[config.mk]
export PLATFORM = sky130hd
export DESIGN_NAME = gpu_host_if_flat
export DESIGN_NICKNAME = d
export VERILOG_FILES = /design/src/rtl/gpu_host_if_if.sv /design/src/rtl/gpu_host_if.sv /design/src/flat_wrapper.sv
export SDC_FILE = /design/constraint.sdc
export NUM_CORES = 1
export LEC_CHECK = 0
export ABC_CLOCK_PERIOD_IN_PS = 5510
export BUFFER_PORTS_ARGS = -buffer_cell sky130_fd_sc_hd__buf_2
export CAP_MARGIN = 10
export CORE_ASPECT_RATIO = 0.9
export CORE_UTILIZATION = 40
export CTS_CLUSTER_DIAMETER = 80
export DETAILED_ROUTE_END_ITERATION = 12
export PLACE_DENSITY = 0.68
export SLEW_MARGIN = 20
export SYNTH_ARGS = -nofsm -noshare
export SYNTH_HDL_FRONTEND = slang
export SYNTH_SLANG_ARGS = --single-unit
[constraint.sdc]
create_clock -name clk -period 5.51 [get_ports clk]
set_clock_uncertainty 0.1 [all_clocks]
set_input_delay 0.8265 -clock clk [delete_from_list [all_inputs] [get_ports clk]]
set_output_delay 0.8265 -clock clk [all_outputs]
set_load 0.02 [all_outputs]
[src/rtl/gpu_host_if_if.sv]
// Host/GPU side signal bundle for gpu_host_if: command handshake, operand feed and pixel return.
// slave = the gpu_host_if block, master = whatever drives the host command and GPU strobes.
interface gpu_host_if_if;
  logic        cmd_valid;
  logic        cmd_ready;
  logic [15:0] cmd_op1;
  logic [15:0] cmd_op2;
  logic [15:0] cmd_op3;
  logic        busy;
  logic        read;
  logic [15:0] op_data;
  logic        send_data;
  logic [15:0] pix_in;
  logic        busy_reset;
  logic [15:0] pix_out;
  logic        pix_valid;
  logic [15:0] pix_count;
  logic        done;
  logic        err;

  modport slave (
    input  cmd_valid, cmd_op1, cmd_op2, cmd_op3, read, send_data, pix_in, busy_reset,
    output cmd_ready, busy, op_data, pix_out, pix_valid, pix_count, done, err
  );

  modport master (
    output cmd_valid, cmd_op1, cmd_op2, cmd_op3, read, send_data, pix_in, busy_reset,
    input  cmd_ready, busy, op_data, pix_out, pix_valid, pix_count, done, err
  );
endinterface

[src/rtl/gpu_host_if.sv]
// Host command to GPU control-unit bridge: feeds three operand words, collects pixels, reports done/err.
// Define GPU_HOST_TIMEOUT_EN to add a busy watchdog that aborts a stalled command after 1023 idle cycles.
module gpu_host_if (
  input  logic          clk,
  input  logic          n_reset,
  gpu_host_if_if.slave  bus
);

  typedef enum logic [2:0] {IDLE, OP1, OP2, OP3, RUN, FINISH} state_t;

  state_t      state;
  logic [15:0] op2_q;
  logic [15:0] op3_q;
  logic        hs;
  logic        timeout;

  assign bus.cmd_ready = (state == IDLE);
  assign hs            = bus.cmd_valid && (state == IDLE);

`ifdef GPU_HOST_TIMEOUT_EN
  logic [9:0] wd_cnt;

  // Any sign of life from either side restarts the window.
  always_ff @(posedge clk or negedge n_reset) begin
    if (!n_reset)
      wd_cnt <= '0;
    else if (hs || bus.read || bus.send_data || bus.busy_reset)
      wd_cnt <= '0;
    else if (bus.busy)
      wd_cnt <= wd_cnt + 10'd1;
  end

  assign timeout = bus.busy && (wd_cnt == 10'h3FF);
`else
  assign timeout = 1'b0;
`endif

  always_ff @(posedge clk or negedge n_reset) begin
    if (!n_reset) begin
      state         <= IDLE;
      bus.busy      <= 1'b0;
      bus.op_data   <= '0;
      bus.pix_out   <= '0;
      bus.pix_valid <= 1'b0;
      bus.pix_count <= '0;
      bus.done      <= 1'b0;
      bus.err       <= 1'b0;
      op2_q         <= '0;
      op3_q         <= '0;
    end else begin
      bus.pix_valid <= 1'b0;
      bus.done      <= 1'b0;
      case (state)
        IDLE: if (bus.cmd_valid) begin
          op2_q         <= bus.cmd_op2;
          op3_q         <= bus.cmd_op3;
          bus.op_data   <= bus.cmd_op1;
          bus.pix_count <= '0;
          bus.err       <= 1'b0;
          bus.busy      <= 1'b1;
          state         <= OP1;
        end
        OP1, OP2, OP3: begin
          // Finishing before the operands are consumed is a protocol error.
          if (bus.busy_reset || timeout) begin
            bus.err  <= 1'b1;
            bus.busy <= 1'b0;
            state    <= FINISH;
          end else if (state == OP1) begin
            if (bus.read) begin
              bus.op_data <= op2_q;
              state       <= OP2;
            end
          end else if (state == OP2) begin
            if (bus.read) begin
              bus.op_data <= op3_q;
              state       <= OP3;
            end
          end else begin
            state <= RUN;
          end
        end
        RUN: begin
          if (timeout) begin
            bus.err  <= 1'b1;
            bus.busy <= 1'b0;
            state    <= FINISH;
          end else begin
            // A pixel arriving with busy_reset is still captured and counted.
            if (bus.send_data) begin
              bus.pix_out   <= bus.pix_in;
              bus.pix_valid <= 1'b1;
              if (bus.pix_count != 16'hFFFF)
                bus.pix_count <= bus.pix_count + 16'd1;
            end
            if (bus.busy_reset) begin
              bus.busy <= 1'b0;
              state    <= FINISH;
            end
          end
        end
        FINISH: begin
          bus.done <= !bus.err;
          state    <= IDLE;
        end
        default: state <= IDLE;
      endcase
    end
  end

endmodule

[src/flat_wrapper.sv]
// flat-port wrapper written by rule: the top's interface ports become plain ports
module gpu_host_if_flat 
  (clk, n_reset, bus_cmd_valid, bus_cmd_op1, bus_cmd_op2, bus_cmd_op3, bus_read, bus_send_data, bus_pix_in, bus_busy_reset, bus_cmd_ready, bus_busy, bus_op_data, bus_pix_out, bus_pix_valid, bus_pix_count, bus_done, bus_err);
  gpu_host_if_if bus_i ();
  input  logic clk;
  input  logic n_reset;
  input wire logic [$bits(bus_i.cmd_valid)-1:0] bus_cmd_valid;
  input wire logic [$bits(bus_i.cmd_op1)-1:0] bus_cmd_op1;
  input wire logic [$bits(bus_i.cmd_op2)-1:0] bus_cmd_op2;
  input wire logic [$bits(bus_i.cmd_op3)-1:0] bus_cmd_op3;
  input wire logic [$bits(bus_i.read)-1:0] bus_read;
  input wire logic [$bits(bus_i.send_data)-1:0] bus_send_data;
  input wire logic [$bits(bus_i.pix_in)-1:0] bus_pix_in;
  input wire logic [$bits(bus_i.busy_reset)-1:0] bus_busy_reset;
  output wire logic [$bits(bus_i.cmd_ready)-1:0] bus_cmd_ready;
  output wire logic [$bits(bus_i.busy)-1:0] bus_busy;
  output wire logic [$bits(bus_i.op_data)-1:0] bus_op_data;
  output wire logic [$bits(bus_i.pix_out)-1:0] bus_pix_out;
  output wire logic [$bits(bus_i.pix_valid)-1:0] bus_pix_valid;
  output wire logic [$bits(bus_i.pix_count)-1:0] bus_pix_count;
  output wire logic [$bits(bus_i.done)-1:0] bus_done;
  output wire logic [$bits(bus_i.err)-1:0] bus_err;
  assign bus_i.cmd_valid = bus_cmd_valid;
  assign bus_i.cmd_op1 = bus_cmd_op1;
  assign bus_i.cmd_op2 = bus_cmd_op2;
  assign bus_i.cmd_op3 = bus_cmd_op3;
  assign bus_i.read = bus_read;
  assign bus_i.send_data = bus_send_data;
  assign bus_i.pix_in = bus_pix_in;
  assign bus_i.busy_reset = bus_busy_reset;
  assign bus_cmd_ready = bus_i.cmd_ready;
  assign bus_busy = bus_i.busy;
  assign bus_op_data = bus_i.op_data;
  assign bus_pix_out = bus_i.pix_out;
  assign bus_pix_valid = bus_i.pix_valid;
  assign bus_pix_count = bus_i.pix_count;
  assign bus_done = bus_i.done;
  assign bus_err = bus_i.err;
  gpu_host_if u_core (.clk(clk), .n_reset(n_reset), .bus(bus_i));
endmodule
==> results of run 1 <==
-- critical path: cells and delay by family (launching register included) --
family,cells,cell delay (ns)
flops,1,0.92
buf+inv,1,0.57
compound gates,1,0.33
simple gates,3,1.19
-- routing by layer --
layer	GRT usage	wire length [µm]	vias up
met5	0	0	-
met4	0.0595	103	0
met3	0.0251	471	9
met2	0.301	4780	89
met1	0.312	5000	1662
li1	-	-	1764
-- worst max-delay path by stage --
| stage | end | slack (ns) | cells past startpoint |
|---|---|---|---|
| 2_1_floorplan | u_core.bus.op_data[10] | 3.29 | 5 |
| 3_3_place_gp | u_core.bus.pix_count[13] | 2.46 | 5 |
| 3_5_place_dp | u_core.bus.pix_count[13] | 2.27 | 5 |
| 4_1_cts | u_core.bus.pix_count[13] | 2.30 | 5 |
| 5_1_grt | u_core.bus.pix_count[13] | 1.98 | 5 |
| 6_report | u_core.bus.pix_count[13] | 2.27 | 5 |
-- registers in the layout, indices dropped and copies added (netlist names), 3 cells and up --
signal and count:
u_core.bus.op_data 16, u_core.op3_q 16, u_core.op2_q 16, u_core.bus.pix_out 16
u_core.bus.pix_count 16, u_core.state 3
-- where the power goes --
group	leakage (nW)	total (mW)	switching, mW	internal [mW]
Clock	0.133	0.574	0.252	0.322
Combinational	1.35	1.01	0.626	0.389
Sequential	1.11	1.07	0.178	0.891
-- per-stage QoR --
stage / std cells / worst slack [ns] / util
floorplan: 453 / 3.29 / -
global placement: 677 / 2.46 / 0.489
detailed placement: 677 / 2.27 / 0.489
CTS: 693 / 2.30 / 0.518
global route: 693 / 1.98 / 0.518
finish: 693 / 2.27 / 0.518
-- cells by family (layout without fill, tap and decap cells) --
logic type	after synthesis	after routing
flip-flops	87	87
adder cells (fa/ha/maj)	2	2
AND/OR/NAND/NOR	220	220
AO/OA/AOI/OAI	91	91
multiplexers	17	17
buffers and inverters	36	150
-- layout by cell type, fill, tap and decap left out, types with 5 or more instances in the layout --
| cell type | count |
|---|---|
| sky130_fd_sc_hd__dfrtp_1 | 87 |
| sky130_fd_sc_hd__o21ai_0 | 23 |
| sky130_fd_sc_hd__a21oi_1 | 21 |
| sky130_fd_sc_hd__nand2_1 | 156 |
| sky130_fd_sc_hd__nand4_1 | 6 |
| sky130_fd_sc_hd__a2bb2oi_1 | 5 |
| sky130_fd_sc_hd__buf_2 | 121 |
| sky130_fd_sc_hd__nor2b_1 | 20 |
| sky130_fd_sc_hd__buf_4 | 5 |
| sky130_fd_sc_hd__a22oi_1 | 16 |
| sky130_fd_sc_hd__clkbuf_16 | 9 |
| sky130_fd_sc_hd__inv_1 | 7 |
| sky130_fd_sc_hd__nor3_1 | 7 |
| sky130_fd_sc_hd__a31oi_1 | 8 |
| sky130_fd_sc_hd__mux2_2 | 16 |
-- cell type report --
cell class                 instances  area share
sequential                        87       0.426
tap                              126      0.0308
timing repair buffer             126       0.126
multi-input combinational        330       0.357
clock inverter                     5     0.00807
clock buffer                      11      0.0474
inverter                           8     0.00587
==> results.yml, run 1 <==
synthesis:
  async_set_or_reset_register_ratio_after_synthesis: 1.00
  yosys.area_share.adder: 0.00543
  yosys_register_bits: 87
  synth_top_flop_cell: "sky130_fd_sc_hd__dfrtp_1"
  synthesis.area_mm2: 0.00415
  synth_xor_area_frac: 0
  synth-warning-count: 0
  synth_edf_count: 0
  yosys-top-cells-count: "156 x sky130_fd_sc_hd__nand2_1, 87 x sky130_fd_sc_hd__dfrtp_1, 23 x sky130_fd_sc_hd__o21ai_0, 21 x sky130_fd_sc_hd__a21oi_1, 21 x sky130_fd_sc_hd__nor2b_1"
  yosysUniqueCellTypes: 47
  synth_compound_area_frac: 0.139
  count_leader_synth: "sky130_fd_sc_hd__nand2_1"
  synth_top_cell_area_share: 0.525
  synth_top_family_by_area: "simple AND/OR/NAND/NOR gates"
  syn-instance-count: 453
  mux_share_of_post_synthesis_cell_area: 0.0459
  synth_seq_area_share: 0.525
  synthesis.area_per_instance_um2: 9.15
  synth_area_leader_cell: "sky130_fd_sc_hd__dfrtp_1"
  synth-simple-area-share: 0.249
  post_syn_nets: 524
  area_contributors_post_synth: "sky130_fd_sc_hd__dfrtp_1 53%, sky130_fd_sc_hd__nand2_1 14%, sky130_fd_sc_hd__mux2_2 4.3%, sky130_fd_sc_hd__nor2b_1 3.2%, sky130_fd_sc_hd__a22oi_1 2.9%"
final_layout:
  fill_cells: 929
  post-route-cell-area_mm2: 0.00512
  antenna-diode-count: 0
  area_growth_syn_to_layout_pct: 23.4
  regArea_mm2: 0.00218
  multiInputGateArea_mm2: 0.00182
  final_layout_size_suffix_gt1_frac: 0.295
  nNetsFinal: 633
detailed_routing:
  residual_antenna_violating_net_count_after_detailed_routing: 0
  initialDrtViolationCount: 127
  avgViaCountPerCell: 5.09
  routed_wirelength_mm: 10.4
  routed_wire_length_per_instance_um: 15.0
  detailed_route_via_count: 3524
  post-route-drc-count: 0
  firstDrtPassIters: 4
sta:
  setup_repair_after_global_routing_missed_its_margin: "no"
  finalSetupTns_ns: 0
  tightestPinTransition_ns: 1.03
  final_hold_slack_ns: 0.358
  timing.slew.headroom: 0.314
  setup-violations-final: 0
  max_freq_mhz: 309
  final.period_utilization: 0.588
  report.final.slew_viol_count: 0
  number_of_failing_hold_endpoints_at_the_final_stage: 0
  timing.final.crit_period_ns: 3.24
clock_network:
  postCtsResizedCells: 0
  holdBufCountCts: 0
  clk_transition_reported_paths_ns: 0.06
  clk_latency_ns: 0.33
  cts_buffers: 9
  tritoncts: "yes"
  postCtsSetupRepairBufs: 0
  cts_sinks: 87
  h_tree_lvl_count: 3
  cts_max_path_buffers: 2
  cts_root_buf: "sky130_fd_sc_hd__clkbuf_16"
worst_setup_path:
  cpMaxStageDelayCell: "sky130_fd_sc_hd__dfrtp_1"
  arrival_time_reported_for_the_critical_path_endpoint_ns: 3.36
  timing.setup.critical_path_class: "flop to flop"
  worstPathMaxFanout: 28
  worst-r2r-setup-slack_ns: 2.27
  crit_path_start_kind: "flop"
  crit_path_end_kind: "flop"
  worst_r2r_startpoint: "u_core.state[2]"
  rr_endpoint: "u_core.bus.pix_count[13]"
  rr_worst_depth: 5
  cp_data_required_time_ns: 5.64
  cp_cell_sequence: "nor3b_4, nand2_2, clkinv_1, nand2_1, o311ai_1"
  worst_path_largest_cell_delay_ns: 0.92
  crit_path_start: "u_core.state[2]"
grt:
  grt_antenna_before_repair: 0
  grt.total_usage: 0.203
  grt.overflow.total: 0
  grt_first_pass_wirelength_mm: 17.2
  grt_start_max_net_pins: 48
  first_global_vias: 3424
place:
  finalWeightedCongestion: 0.839
  io_buffer_count: 122
  detailedPlacementHpwl_mm: 7.12
  placement.cell_area_mm2: 0.00483
power_and_ir_drop:
  static-leakage-power_nw: 2.59
  total_power_mw: 2.66
  power-per-cell-area_mw_per_mm2: 519
  ir_drop_uv: 224
floorplan:
  die_x_um: 109
  dieArea_mm2: 0.0108
  io_pins: 123
  initial_utilization: 0.420
  placeableCoreArea_mm2: 0.00987
  std_cell_rows: 34
  chip_height_um: 98.6
worst_hold_path:
  hold_path_class: "primary input to async pin"
status:
  outcome: "completed"
job:
  max_cap_viol_count: 0
(Power assumes the default switching activity.)
==> run 2: changes to the inputs <==
--- a/config.mk
+++ b/config.mk
@@ -5,14 +5,15 @@
 export SDC_FILE = /design/constraint.sdc
 export NUM_CORES = 1
 export LEC_CHECK = 0
-export ABC_CLOCK_PERIOD_IN_PS = 5510
+export ABC_AREA = 1
+export ABC_CLOCK_PERIOD_IN_PS = 2800
 export BUFFER_PORTS_ARGS = -buffer_cell sky130_fd_sc_hd__buf_2
 export CAP_MARGIN = 10
 export CORE_ASPECT_RATIO = 0.9
 export CORE_UTILIZATION = 40
 export CTS_CLUSTER_DIAMETER = 80
 export DETAILED_ROUTE_END_ITERATION = 12
-export PLACE_DENSITY = 0.68
+export PLACE_DENSITY = 0.71
 export SLEW_MARGIN = 20
 export SYNTH_ARGS = -nofsm -noshare
 export SYNTH_HDL_FRONTEND = slang
==> constraint.sdc (replaced) <==
create_clock -name clk -period 2.8 [get_ports clk]
set_clock_uncertainty 0.1 [all_clocks]
set_input_delay 0.42 -clock clk [delete_from_list [all_inputs] [get_ports clk]]
set_output_delay 0.42 -clock clk [all_outputs]
set_load 0.02 [all_outputs]
==> run 2 against run 1 <==
Sequential share of layout area is 1.1 points lower. Die area grew 2.1%. Critical endpoint is now u_core.bus.pix_count[11]. Largest power group is now combinational logic. Synthesized area grew 2.2%.
==> results.yml, run 2 <==
grt:
  grt_start_max_net_pins: 50
  grt_antenna_before_repair: 1
  grt.overflow.total: 0
  grt_first_pass_wirelength_mm: 18.3
  grt.total_usage: 0.205
  first_global_vias: 3912
job:
  max_cap_viol_count: 0
synthesis:
  yosys_register_bits: 87
  synth_xor_area_frac: 0.00827
  synth_top_cell_area_share: 0.514
  synth-simple-area-share: 0.305
  syn-instance-count: 554
  async_set_or_reset_register_ratio_after_synthesis: 1.00
  synth_top_flop_cell: "sky130_fd_sc_hd__dfrtp_1"
  count_leader_synth: "sky130_fd_sc_hd__nand2_1"
  area_contributors_post_synth: "sky130_fd_sc_hd__dfrtp_1 51%, sky130_fd_sc_hd__nand2_1 20%, sky130_fd_sc_hd__o21ai_0 5.7%, sky130_fd_sc_hd__inv_1 4.8%, sky130_fd_sc_hd__nor2_1 3.5%"
  synth_area_leader_cell: "sky130_fd_sc_hd__dfrtp_1"
  synth_compound_area_frac: 0.0892
  synth_top_family_by_area: "simple AND/OR/NAND/NOR gates"
  yosysUniqueCellTypes: 28
  synth_edf_count: 0
  mux_share_of_post_synthesis_cell_area: 0
  post_syn_nets: 625
  synthesis.area_mm2: 0.00424
  yosys.area_share.adder: 0.00295
  synth-warning-count: 0
  yosys-top-cells-count: "223 x sky130_fd_sc_hd__nand2_1, 87 x sky130_fd_sc_hd__dfrtp_1, 54 x sky130_fd_sc_hd__inv_1, 48 x sky130_fd_sc_hd__o21ai_0, 40 x sky130_fd_sc_hd__nor2_1"
  synth_seq_area_share: 0.514
  synthesis.area_per_instance_um2: 7.65
worst_hold_path:
  hold_path_class: "primary input to flop"
floorplan:
  initial_utilization: 0.412
  die_x_um: 110
  dieArea_mm2: 0.0110
  placeableCoreArea_mm2: 0.0103
  chip_height_um: 99.6
  std_cell_rows: 35
  io_pins: 123
place:
  io_buffer_count: 122
  finalWeightedCongestion: 0.858
  detailedPlacementHpwl_mm: 7.67
clock_network:
  clk_latency_ns: 0.33
  cts_root_buf: "sky130_fd_sc_hd__clkbuf_16"
  cts_buffers: 9
  h_tree_lvl_count: 3
  cts_max_path_buffers: 2
  postCtsResizedCells: 0
  clk_transition_reported_paths_ns: 0.06
  postCtsSetupRepairBufs: 0
  tritoncts: "yes"
  cts_sinks: 87
power_and_ir_drop:
  ir_drop_uv: 612
  power-per-cell-area_mw_per_mm2: 1050
  static-leakage-power_nw: 2.90
  total_power_mw: 5.51
detailed_routing:
  initialDrtViolationCount: 198
  met3_length_um: 549
  wl_met1_mm: 4.88
  residual_antenna_violating_net_count_after_detailed_routing: 0
  firstDrtPassIters: 5
  detailed_route_via_count: 3941
  routed_wire_length_per_instance_um: 13.3
  top_layer: "met4"
  avgViaCountPerCell: 4.88
  routed_wirelength_mm: 10.7
  post-route-drc-count: 0
  dr_wl_met2_mm: 4.99
worst_setup_path:
  cp_data_required_time_ns: 2.92
  worstPathMaxFanout: 18
  crit_path_start_kind: "flop"
  timing.setup.critical_path_class: "flop to flop"
  arrival_time_reported_for_the_critical_path_endpoint_ns: 2.24
  crit_path_end_kind: "flop"
sta:
  setup_repair_after_global_routing_missed_its_margin: "no"
  final.period_utilization: 0.757
  max_freq_mhz: 472
  report.final.slew_viol_count: 0
  finalSetupTns_ns: 0
  tightestPinTransition_ns: 0.731
  timing.slew.headroom: 0.512
  setup-violations-final: 0
  timing.final.crit_period_ns: 2.12
  number_of_failing_hold_endpoints_at_the_final_stage: 0
final_layout:
  area_growth_syn_to_layout_pct: 24.0
  final_layout_size_suffix_gt1_frac: 0.229
  finish.utilization: 0.510
  final_common_cell: "sky130_fd_sc_hd__nand2_1"
  nNetsFinal: 743
  most-common-layout-cells: "223 x sky130_fd_sc_hd__nand2_1, 121 x sky130_fd_sc_hd__buf_2, 87 x sky130_fd_sc_hd__dfrtp_1, 54 x sky130_fd_sc_hd__inv_1, 48 x sky130_fd_sc_hd__o21ai_0"
status:
  outcome: "completed"
run 2: changes by cell type in the layout (fill, tap and decap cells not counted), moves of 16 or more:
| cell | delta |
|---|---|
| sky130_fd_sc_hd__a22oi_1 | -16 |
| sky130_fd_sc_hd__inv_1 | +47 |
| sky130_fd_sc_hd__mux2_2 | -16 |
| sky130_fd_sc_hd__nand2_1 | +67 |
| sky130_fd_sc_hd__nand3_1 | +20 |
| sky130_fd_sc_hd__nor2_1 | +36 |
| sky130_fd_sc_hd__nor2b_1 | -20 |
| sky130_fd_sc_hd__o21ai_0 | +25 |
run 2: kinds of logic after synthesis:
| kind of cell | after synthesis |
|---|---|
| and+or+nand+nor | 311 |
| DFF | 87 |
| buffers and inverters | 78 |
| AOI/OAI and AO/OA | 73 |
| xor gates and xnor gates | 4 |
| adders and majority gates | 1 |
run 2: routing by layer:
layer / up-vias / GRT usage
met3: 22 / 0.0463
met2: 138 / 0.338
met4: 0 / 0.0892
met1: 1818 / 0.262
li1: 1963 / -
met5: - / 0
run 2: final timing paths:
| path | from | end | slack [ns] | cells after the start |
|---|---|---|---|---|
| worst min register to register | u_core.bus.op_data[1] | u_core.bus.op_data[1] | 0.37 | 2 |
| min in group asynchronous | n_reset | u_core.bus.pix_count[4] | 0.46 | 2 |
| worst min-delay path | bus_pix_in[1] | u_core.bus.pix_out[1] | 0.18 | 3 |
| worst max-delay path | u_core.bus.pix_count[0] | u_core.bus.pix_count[11] | 0.68 | 8 |
| max in group asynchronous | n_reset | u_core.bus.pix_out[12] | 1.48 | 3 |
| worst max register to register | u_core.bus.pix_count[0] | u_core.bus.pix_count[11] | 0.68 | 8 |
run 2: stage by stage:
stage	hold slack, ns	worst slack [ns]	std cells	instance area (µm²)
global route	0.174	0.490	807	5250
floorplan	0.0244	1.05	554	4240
global placement	0.273	0.820	789	4930
detailed placement	0.281	0.710	789	4930
CTS	0.165	0.710	806	5250
finish	0.181	0.681	807	5250
run 2: repair_timing:
action,CTS,global route
hold buffers,1,0
endpoints found under the hold margin,26,0
setup endpoints to repair,0,0
run 2: where the power goes:
group / total (mW) / internal [mW] / switching [mW]
logic: 2.25 / 0.697 / 1.55
clock network: 1.24 / 0.783 / 0.461
registers: 2.02 / 1.75 / 0.276
run 2: layout make-up:
type,count,area [µm²]
Timing Repair Buffer,128,673
Sequential cell,87,2180
Tap cell,129,161
Clock buffer,13,240
Antenna cell,1,2.50
Inverter,57,214
Fill cell,1016,5040
Clock inverter,3,67.6
Multi-Input combinational cell,389,1720
run 2: critical path, cell delays in order, from the launching register on:
cell	delay, ns
sky130_fd_sc_hd__dfrtp_1	0.45
sky130_fd_sc_hd__ha_1	0.22
sky130_fd_sc_hd__nand2_1	0.09
sky130_fd_sc_hd__nor2_2	0.22
sky130_fd_sc_hd__nand4_1	0.20
sky130_fd_sc_hd__nand2_2	0.33
sky130_fd_sc_hd__nand2_2	0.20
sky130_fd_sc_hd__nand2_1	0.13
sky130_fd_sc_hd__nand2_1	0.06
